`src/rtl/dmp_iteration_scheduler.sv`:
```
// dmp_iteration_scheduler
//   Iteration controller for the PageRank gather/serialize path. Waits for
//   every gather thread to report completion, streams the per-thread vectors
//   out in fixed order 0..N-1 under consumer backpressure, pulses
//   next_iteration, and repeats until the programmed iteration count is hit.
//
//   state    | meaning
//   ---------+---------------------------------------------------------
//   IDLE     | no run active, all outputs low
//   BARRIER  | collecting sticky thread_done bits until all are set
//   SEND     | presenting beat thread_sel on the output stream
//   ADVANCE  | one-cycle next_iteration pulse, iteration counted
//   FINISHED | run complete, run_done held until start/abort/reset
//
// Ports
//   clock, reset      system clock, synchronous active-high reset
//   start, num_iters  launch a run of num_iters iterations (IDLE/FINISHED only)
//   abort             return to IDLE, drop any in-flight beat
//   thread_done       per-thread gather complete, only observed in BARRIER
//   out_ready         consumer accepts the current beat
//   out_valid, thread_sel, stream_start, stream_end   stream beat signals
//   next_iteration    one-cycle pulse releasing the next gather
//   iter_count        completed iterations in this run
//   busy, run_done    run status
module dmp_iteration_scheduler #(
  parameter int NUM_HW_THREADS = 8,
  parameter int TID_W          = (NUM_HW_THREADS > 1) ? $clog2(NUM_HW_THREADS) : 1,
  parameter int ITER_W         = 16
) (
  input  logic                      clock,
  input  logic                      reset,
  input  logic                      start,
  input  logic                      abort,
  input  logic [ITER_W-1:0]         num_iters,
  input  logic [NUM_HW_THREADS-1:0] thread_done,
  input  logic                      out_ready,
  output logic                      out_valid,
  output logic [TID_W-1:0]          thread_sel,
  output logic                      stream_start,
  output logic                      stream_end,
  output logic                      next_iteration,
  output logic [ITER_W-1:0]         iter_count,
  output logic                      busy,
  output logic                      run_done
);

  typedef enum logic [2:0] {
    IDLE     = 3'd0,
    BARRIER  = 3'd1,
    SEND     = 3'd2,
    ADVANCE  = 3'd3,
    FINISHED = 3'd4
  } state_t;

  localparam logic [TID_W-1:0]          LAST_SEL = TID_W'(NUM_HW_THREADS - 1);
  localparam logic [NUM_HW_THREADS-1:0] ALL_DONE = {NUM_HW_THREADS{1'b1}};

  state_t                      state;
  logic [NUM_HW_THREADS-1:0]   done_latched;
  logic [ITER_W-1:0]           iter_limit;

  always_ff @(posedge clock) begin
    if (reset || abort) begin
      state          <= IDLE;
      done_latched   <= '0;
      iter_limit     <= '0;
      thread_sel     <= '0;
      iter_count     <= '0;
      out_valid      <= 1'b0;
      stream_start   <= 1'b0;
      stream_end     <= 1'b0;
      next_iteration <= 1'b0;
      busy           <= 1'b0;
      run_done       <= 1'b0;
    end else begin
      case (state)
        IDLE, FINISHED: begin
          if (start) begin
            iter_count   <= '0;
            done_latched <= '0;
            thread_sel   <= '0;
            if (num_iters == '0) begin
              state    <= FINISHED;
              run_done <= 1'b1;
              busy     <= 1'b0;
            end else begin
              iter_limit <= num_iters;
              run_done   <= 1'b0;
              busy       <= 1'b1;
              state      <= BARRIER;
            end
          end
        end

        BARRIER: begin
          done_latched <= done_latched | thread_done;
          // Exit is decided on the registered vector, so the stream starts
          // one cycle after the final completion bit is captured.
          if (done_latched == ALL_DONE) begin
            state        <= SEND;
            thread_sel   <= '0;
            out_valid    <= 1'b1;
            stream_start <= 1'b1;
            stream_end   <= (LAST_SEL == '0);
          end
        end

        SEND: begin
          if (out_ready) begin
            if (thread_sel == LAST_SEL) begin
              state          <= ADVANCE;
              out_valid      <= 1'b0;
              stream_start   <= 1'b0;
              stream_end     <= 1'b0;
              thread_sel     <= '0;
              done_latched   <= '0;
              next_iteration <= 1'b1;
              if (iter_count != iter_limit) begin
                iter_count <= iter_count + ITER_W'(1);
              end
            end else begin
              thread_sel   <= thread_sel + TID_W'(1);
              stream_start <= 1'b0;
              stream_end   <= ((thread_sel + TID_W'(1)) == LAST_SEL);
            end
          end
        end

        ADVANCE: begin
          next_iteration <= 1'b0;
          if (iter_count == iter_limit) begin
            state    <= FINISHED;
            run_done <= 1'b1;
            busy     <= 1'b0;
          end else begin
            state <= BARRIER;
          end
        end

        default: state <= IDLE;
      endcase
    end
  end

endmodule

```
`config.mk`:
```
export PLATFORM = sky130hd
export DESIGN_NAME = dmp_iteration_scheduler
export DESIGN_NICKNAME = d
export VERILOG_FILES = /design/src/rtl/dmp_iteration_scheduler.sv
export SDC_FILE = /design/constraint.sdc
export NUM_CORES = 1
export LEC_CHECK = 0
export CAP_MARGIN = 10
export CORE_ASPECT_RATIO = 1.1
export CORE_MARGIN = 2
export CORE_UTILIZATION = 51
export DETAILED_ROUTE_END_ITERATION = 8
export PLACE_DENSITY = 0.8
export SETUP_SLACK_MARGIN = 0.02
export SLEW_MARGIN = 15
export SYNTH_ARGS = -nofsm -noshare
export SYNTH_HDL_FRONTEND = slang
export SYNTH_SLANG_ARGS = --single-unit
```
`constraint.sdc`:
```
create_clock -name clock -period 2.7 [get_ports clock]
set_clock_uncertainty 0.2 [all_clocks]
set_input_delay 0.54 -clock clock [delete_from_list [all_inputs] [get_ports clock]]
set_output_delay 0.54 -clock clock [all_outputs]
set_load 0.01 [all_outputs]
```
==> flow_summary.json, run 1 <==
{
  "rows": 27,
  "synth_top_area_share_pct": 40.1,
  "cts-resized-gates": 0,
  "ys_seq_area_share_pct": 40.1,
  "cts_tree": "built",
  "holdWs_ns": 0.271,
  "dr_total_vias": 2617,
  "netlist_area_um2": 2600,
  "place_congestion": 0.839,
  "period_needed_ns": 2.40,
  "hold_viol": 0,
  "outcome": "completed",
  "ir_drop_mv": 0.299,
  "setup_tns_ns": 0,
  "cts_setup_buffers": 0,
  "worstPathArrival_ns": 2.44,
  "drcViolationCount": 0,
  "hp-class": "register to register",
  "clockBufferDepth": 2,
  "grt_setup_unrepaired": "no",
  "m1WireLength_mm": 2.74,
  "synth_area_leader_cell": "dfxtp_1",
  "synth.area.top_cells": "dfxtp_1, a21oi_1, nand3_1, nand2_1, xor2_1",
  "worst_slew_pin_slew_ns": 0.484,
  "cp-start-kind": "register",
  "clock-sinks": 52,
  "final_cell_mix": "clkdlybuf4s50_1, dfxtp_1, nand2_1, a21oi_1, nand3_1",
  "setup_viol": 0,
  "cts_max_level": 2,
  "area_growth_pct": 27.8,
  "clk_pin_slew_worst_paths_ns": 0.09,
  "maxSlewViolCount": 0,
  "cts-root-buf": "clkbuf_8",
  "drive_gt1_share_pct": 8.11,
  "antenna_found_initial": 0,
  "dr.max_layer_used": "met4",
  "core_region_area_um2": 4970,
  "port_buffers": 53,
  "route.met2.wl_mm": 3.20,
  "grt_pass1_vias": 2256,
  "fillCellCount": 411,
  "yosysWarnings": 0,
  "fin_total_pwr_mw": 1.51,
  "maxSlewHeadroom_pct": 67.8,
  "overflow": 0,
  "io_pins": 54,
  "numCtsBuffers": 5,
  "syn_area_per_cell_um2": 8.27,
  "initial_utilization_pct": 52.3,
  "diodes": 0,
  "die_h_um": 78.9,
  "dp_hpwl_mm": 4.81,
  "period_share_pct": 88.9,
  "firstDrtPassIters": 5,
  "drtIter0Drc": 179,
  "critPathRequiredTime_ns": 2.74,
  "drtAntennaViolNets": 0,
  "grt_usage_pct": 23.0,
  "worstPathMaxFanout": 7,
  "wl_mm": 6.56,
  "layout_commonest_cell": "clkdlybuf4s50_1",
  "wl_met3_um": 530,
  "die_w_um": 72.0,
  "hold_buffers": 0,
  "wire_per_inst_um": 15.3,
  "synth.distinct_cells": 52,
  "path_class": "register to register",
  "synth_flop_cell": "dfxtp_1",
  "grt_pass1_wl_mm": 10.4,
  "clk_latency_ns": 0.31,
  "nets": 402,
  "ys_ff_latch": 52,
  "synthArstFlopShare_pct": 0,
  "p_leak_nw": 1.30,
  "dieArea_um2": 5680,
  "p_per_area_nw_per_um2": 455,
  "synth_edf_count": 0,
  "max_freq_ghz": 0.417,
  "viasPerCell": 6.11,
  "critical_path.endpoint_type": "register",
  "cap_violations": 0,
  "synthCells": 314,
  "synth_nets": 347,
  "grt_max_degree": 27
}
==> critical path, cell delays in order, from the launching register on <==
cell	delay, ns
dfxtp_1	0.41
ha_1	0.17
ha_1	0.29
nand4b_1	0.20
a21oi_1	0.44
nand4_1	0.16
or3_1	0.33
a21oi_1	0.14
==> stage by stage <==
| step | utilization, % | instance area, µm² | cells | worst slack [ns] |
|---|---|---|---|---|
| after CTS | 66.9 | 3320 | 428 | 0.328 |
| after floorplan | - | 2600 | 314 | 0.622 |
| after detailed placement | 64.7 | 3210 | 420 | 0.195 |
| final | 66.9 | 3320 | 428 | 0.300 |
| after global placement | 64.7 | 3210 | 420 | 0.199 |
| after global routing | 66.9 | 3320 | 428 | 0.117 |
==> where the power goes <==
group	leakage [nW]	switching (mW)	internal (mW)
combinational	0.827	0.106	0.0883
clock	0.0552	0.253	0.275
sequential	0.421	0.0104	0.780
total	1.30	0.369	1.14
==> area by class of cell <==
| class | instances | area [µm²] | share of cell area (%) |
|---|---|---|---|
| clock buffer | 6 | 72.6 | 2.19 |
| clock inverter | 2 | 35.0 | 1.06 |
| inverter | 2 | 7.51 | 0.226 |
| multi-input combinational | 242 | 1450 | 43.7 |
| sequential | 52 | 1040 | 31.3 |
| tap | 58 | 72.6 | 2.19 |
| timing repair buffer | 66 | 641 | 19.3 |
==> layer usage <==
metal	vias to the layer above	track usage, %
met3	7	5.08
met1	1231	30.0
met4	0	8.30
met2	113	37.3
met5	-	0
li1	1266	-
==> cell families after synthesis <==
logic type                 after synthesis  share of synthesized area (%)
and+or+nand+nor                        146                           29.8
xor gates and xnor gates                16                           5.39
adders and majority gates                4                           1.93
muxes                                    3                           1.16
buffers and inverters                   20                           4.24
DFF                                     52                           40.1
AOI/OAI and AO/OA                       73                           17.4
==> synth_stat cells, drive strengths merged (4+ instances only) <==
cell / count
o21ai: 9
xor2: 16
and3: 4
ha: 4
buf: 10
nor2: 21
nand2: 41
dfxtp: 52
nor4: 9
a21oi: 38
or3: 4
nand4: 10
clkbuf: 8
nand3: 32
or4: 6
==> worst paths after layout <==
check	from	endpoint	slack (ns)	depth (start not counted)
hold reg to reg	iter_limit[10]	iter_limit[10]	0.27	2
setup reg to reg	thread_sel[0]	iter_count[6]	0.30	7
hold / removal	iter_limit[10]	iter_limit[10]	0.27	2
setup / recovery	thread_sel[0]	iter_count[6]	0.30	7
==> sequential cells by signal, summed over array words and instances, names as in the netlist <==
signal	count
iter_count	16
iter_limit	16
done_latched	8
state	3
thread_sel	3
busy	1
next_iteration	1
out_valid	1
run_done	1
stream_end	1
stream_start	1
(Power assumes the default switching activity.)
==> run 2: changes to the inputs <==
Settings changed: CORE_ASPECT_RATIO 1.1 to 1.2, CORE_UTILIZATION 51 to 53, CTS_BUF_LIST from default to sky130_fd_sc_hd__clkbuf_8, CTS_CLUSTER_SIZE from default to 24, PLACE_DENSITY 0.8 to 0.82.
==> run 2 against run 1 <==
Against the previous run:
- sequential power barely moved
- via count fell by 1.1%
- count of clock-buffer cells in the layout fell by 1
==> flow_summary.json, run 2 (synthesis gave the netlist of run 1 again) <==
{
  "outcome": "completed",
  "grt_usage_pct": 26.8,
  "use_met2_pct": 46.2,
  "dieArea_um2": 5480,
  "numCtsBuffers": 5,
  "hp-class": "register to register",
  "path_delay_family": "simple AND/OR/NAND/NOR gates",
  "diodes": 0,
  "drive_gt1_share_pct": 8.13,
  "place_congestion": 0.803,
  "wl_mm": 6.88,
  "min_from": "stream_end",
  "hold_buffers": 0,
  "grt.busiest_layer": "met2",
  "max_freq_ghz": 0.440,
  "clk_pin_slew_worst_paths_ns": 0.09,
  "wire_per_inst_um": 16.1,
  "rr_worst_depth": 6,
  "hold_viol": 0,
  "die_h_um": 80.7,
  "die_w_um": 67.9,
  "p_leak_nw": 1.29,
  "p_clk_share_pct": 30.4,
  "cp_slowest_cell": "and4_1",
  "layoutNonFillerInstCount": 427,
  "final_cell_mix": "clkdlybuf4s50_1, dfxtp_1, nand2_1, a21oi_1, nand3_1",
  "use_met3_pct": 4.62,
  "area_growth_pct": 26.8,
  "hold_end": "stream_end",
  "nets": 402,
  "clk_latency_ns": 0.31,
  "grt_pass1_wl_mm": 11.1,
  "drcViolationCount": 0,
  "dp_hpwl_mm": 5.00,
  "dr_total_vias": 2588,
  "io_pins": 54,
  "period_share_pct": 84.2,
  "critPathBufInv": 1,
  "combinationalPowerShare_pct": 13.9,
  "drtAntennaViolNets": 0,
  "rows": 27,
  "cts-resized-gates": 0,
  "power_frac_seq_pct": 55.7,
  "antenna_found_initial": 0,
  "core_region_area_um2": 4660,
  "critical_path.endpoint_type": "register",
  "reg.largest.list": "iter_count (16), iter_limit (16), done_latched (8)",
  "intPower_mw": 1.05,
  "period_needed_ns": 2.27,
  "overflow": 0,
  "cap_violations": 0,
  "r2r-start": "iter_count[13]",
  "p_per_area_nw_per_um2": 431,
  "worstPathMaxFanout": 10,
  "final_area_um2": 3290,
  "cts-root-buf": "clkbuf_8",
  "grt_max_degree": 30,
  "use_met1_pct": 31.5,
  "worstPathArrival_ns": 2.27,
  "cts_tree": "built",
  "cp_cell_sequence": "xor2_1 -> nor4_1 -> and4_1 -> buf_4 -> o31a_1 -> o21ai_0",
  "power_switching_mw": 0.374,
  "dp_cells": 420,
  "layout_commonest_cell": "clkdlybuf4s50_1",
  "grt_pass1_vias": 2436,
  "swShare_pct": 26.3,
  "port_buffers": 53,
  "path_class": "register to register",
  "grt_setup_unrepaired": "no",
  "hold_depth": 2,
  "firstDrtPassIters": 5,
  "cts_setup_buffers": 0,
  "place_ws_ns": 0.256,
  "rrSetupSlack_ns": 0.43,
  "clockBufferDepth": 2,
  "drtIter0Drc": 203,
  "cts_max_level": 2,
  "clock-sinks": 52,
  "initial_utilization_pct": 55.7,
  "ir_drop_mv": 0.288,
  "cp-start-kind": "register",
  "viasPerCell": 6.06,
  "r2r-end": "iter_count[14]",
  "critPathRequiredTime_ns": 2.70,
  "maxSlewViolCount": 0,
  "placed_cell_area_um2": 3210,
  "setup_tns_ns": 0,
  "setup_viol": 0,
  "worst_slack_ns": 0.427,
  "maxSlewHeadroom_pct": 66.5,
  "max_stage_delay_ns": 0.53,
  "final_util_pct": 70.7,
  "fillCellCount": 394,
  "worst_slew_pin_slew_ns": 0.497
}
run 2: cell count changes in the layout (fill, tap and decap cells not counted), sizes merged:
cell      change
clkbuf        -1
bufinv        -1
clkinvlp      +1
run 2: worst max-delay path by stage:
stage / to / cells after the start / from
after floorplan: iter_count[6] / 7 / thread_sel[0]
after global placement: iter_count[10] / 5 / out_ready
after detailed placement: iter_limit[8] / 7 / num_iters[10]
after CTS: iter_count[14] / 6 / iter_count[13]
after global routing: iter_count[15] / 6 / iter_count[13]
final: iter_count[14] / 6 / iter_count[13]
run 2: metrics by stage:
| stage | hold slack [ns] | total power, mW |
|---|---|---|
| final | 0.260 | 1.42 |
| after global routing | 0.290 | 1.48 |
| after CTS | 0.266 | 1.42 |
| after detailed placement | 0.253 | 1.00 |
| after global placement | 0.247 | 0.997 |
| after floorplan | 0.236 | 0.917 |
run 2: cell type report:
cell class	count	area [µm²]	area share, %
repair buffers	66	641	19.4
well taps	58	72.6	2.20
clock buffers	5	68.8	2.09
clock inverters	2	12.5	0.380
inverters	2	7.51	0.228
multi-input cells	242	1450	44.1
flip-flops and latches	52	1040	31.6
run 2: tightest hold or removal path, delay by kind of cell (launching register included):
family | cells | cell delay, ns
DFF | 1 | 0.32
and+or+nand+nor | 1 | 0.05
AOI/OAI and AO/OA | 1 | 0.05
run 2: power groups by stage:
stage | Combinational (mW) | Sequential, mW | Clock, mW
finish | 0.198 | 0.791 | 0.432
global route | 0.213 | 0.792 | 0.473
CTS | 0.195 | 0.791 | 0.438
detailed placement | 0.194 | 0.808 | 0
global placement | 0.188 | 0.808 | 0
floorplan | 0.112 | 0.805 | 0
run 2: routing by layer:
metal | part of all wire [%] | wire, µm
met1 | 40 | 2750
met2 | 53 | 3650
met3 | 5.0 | 345
met4 | 2.0 | 140
met5 | 0 | 0
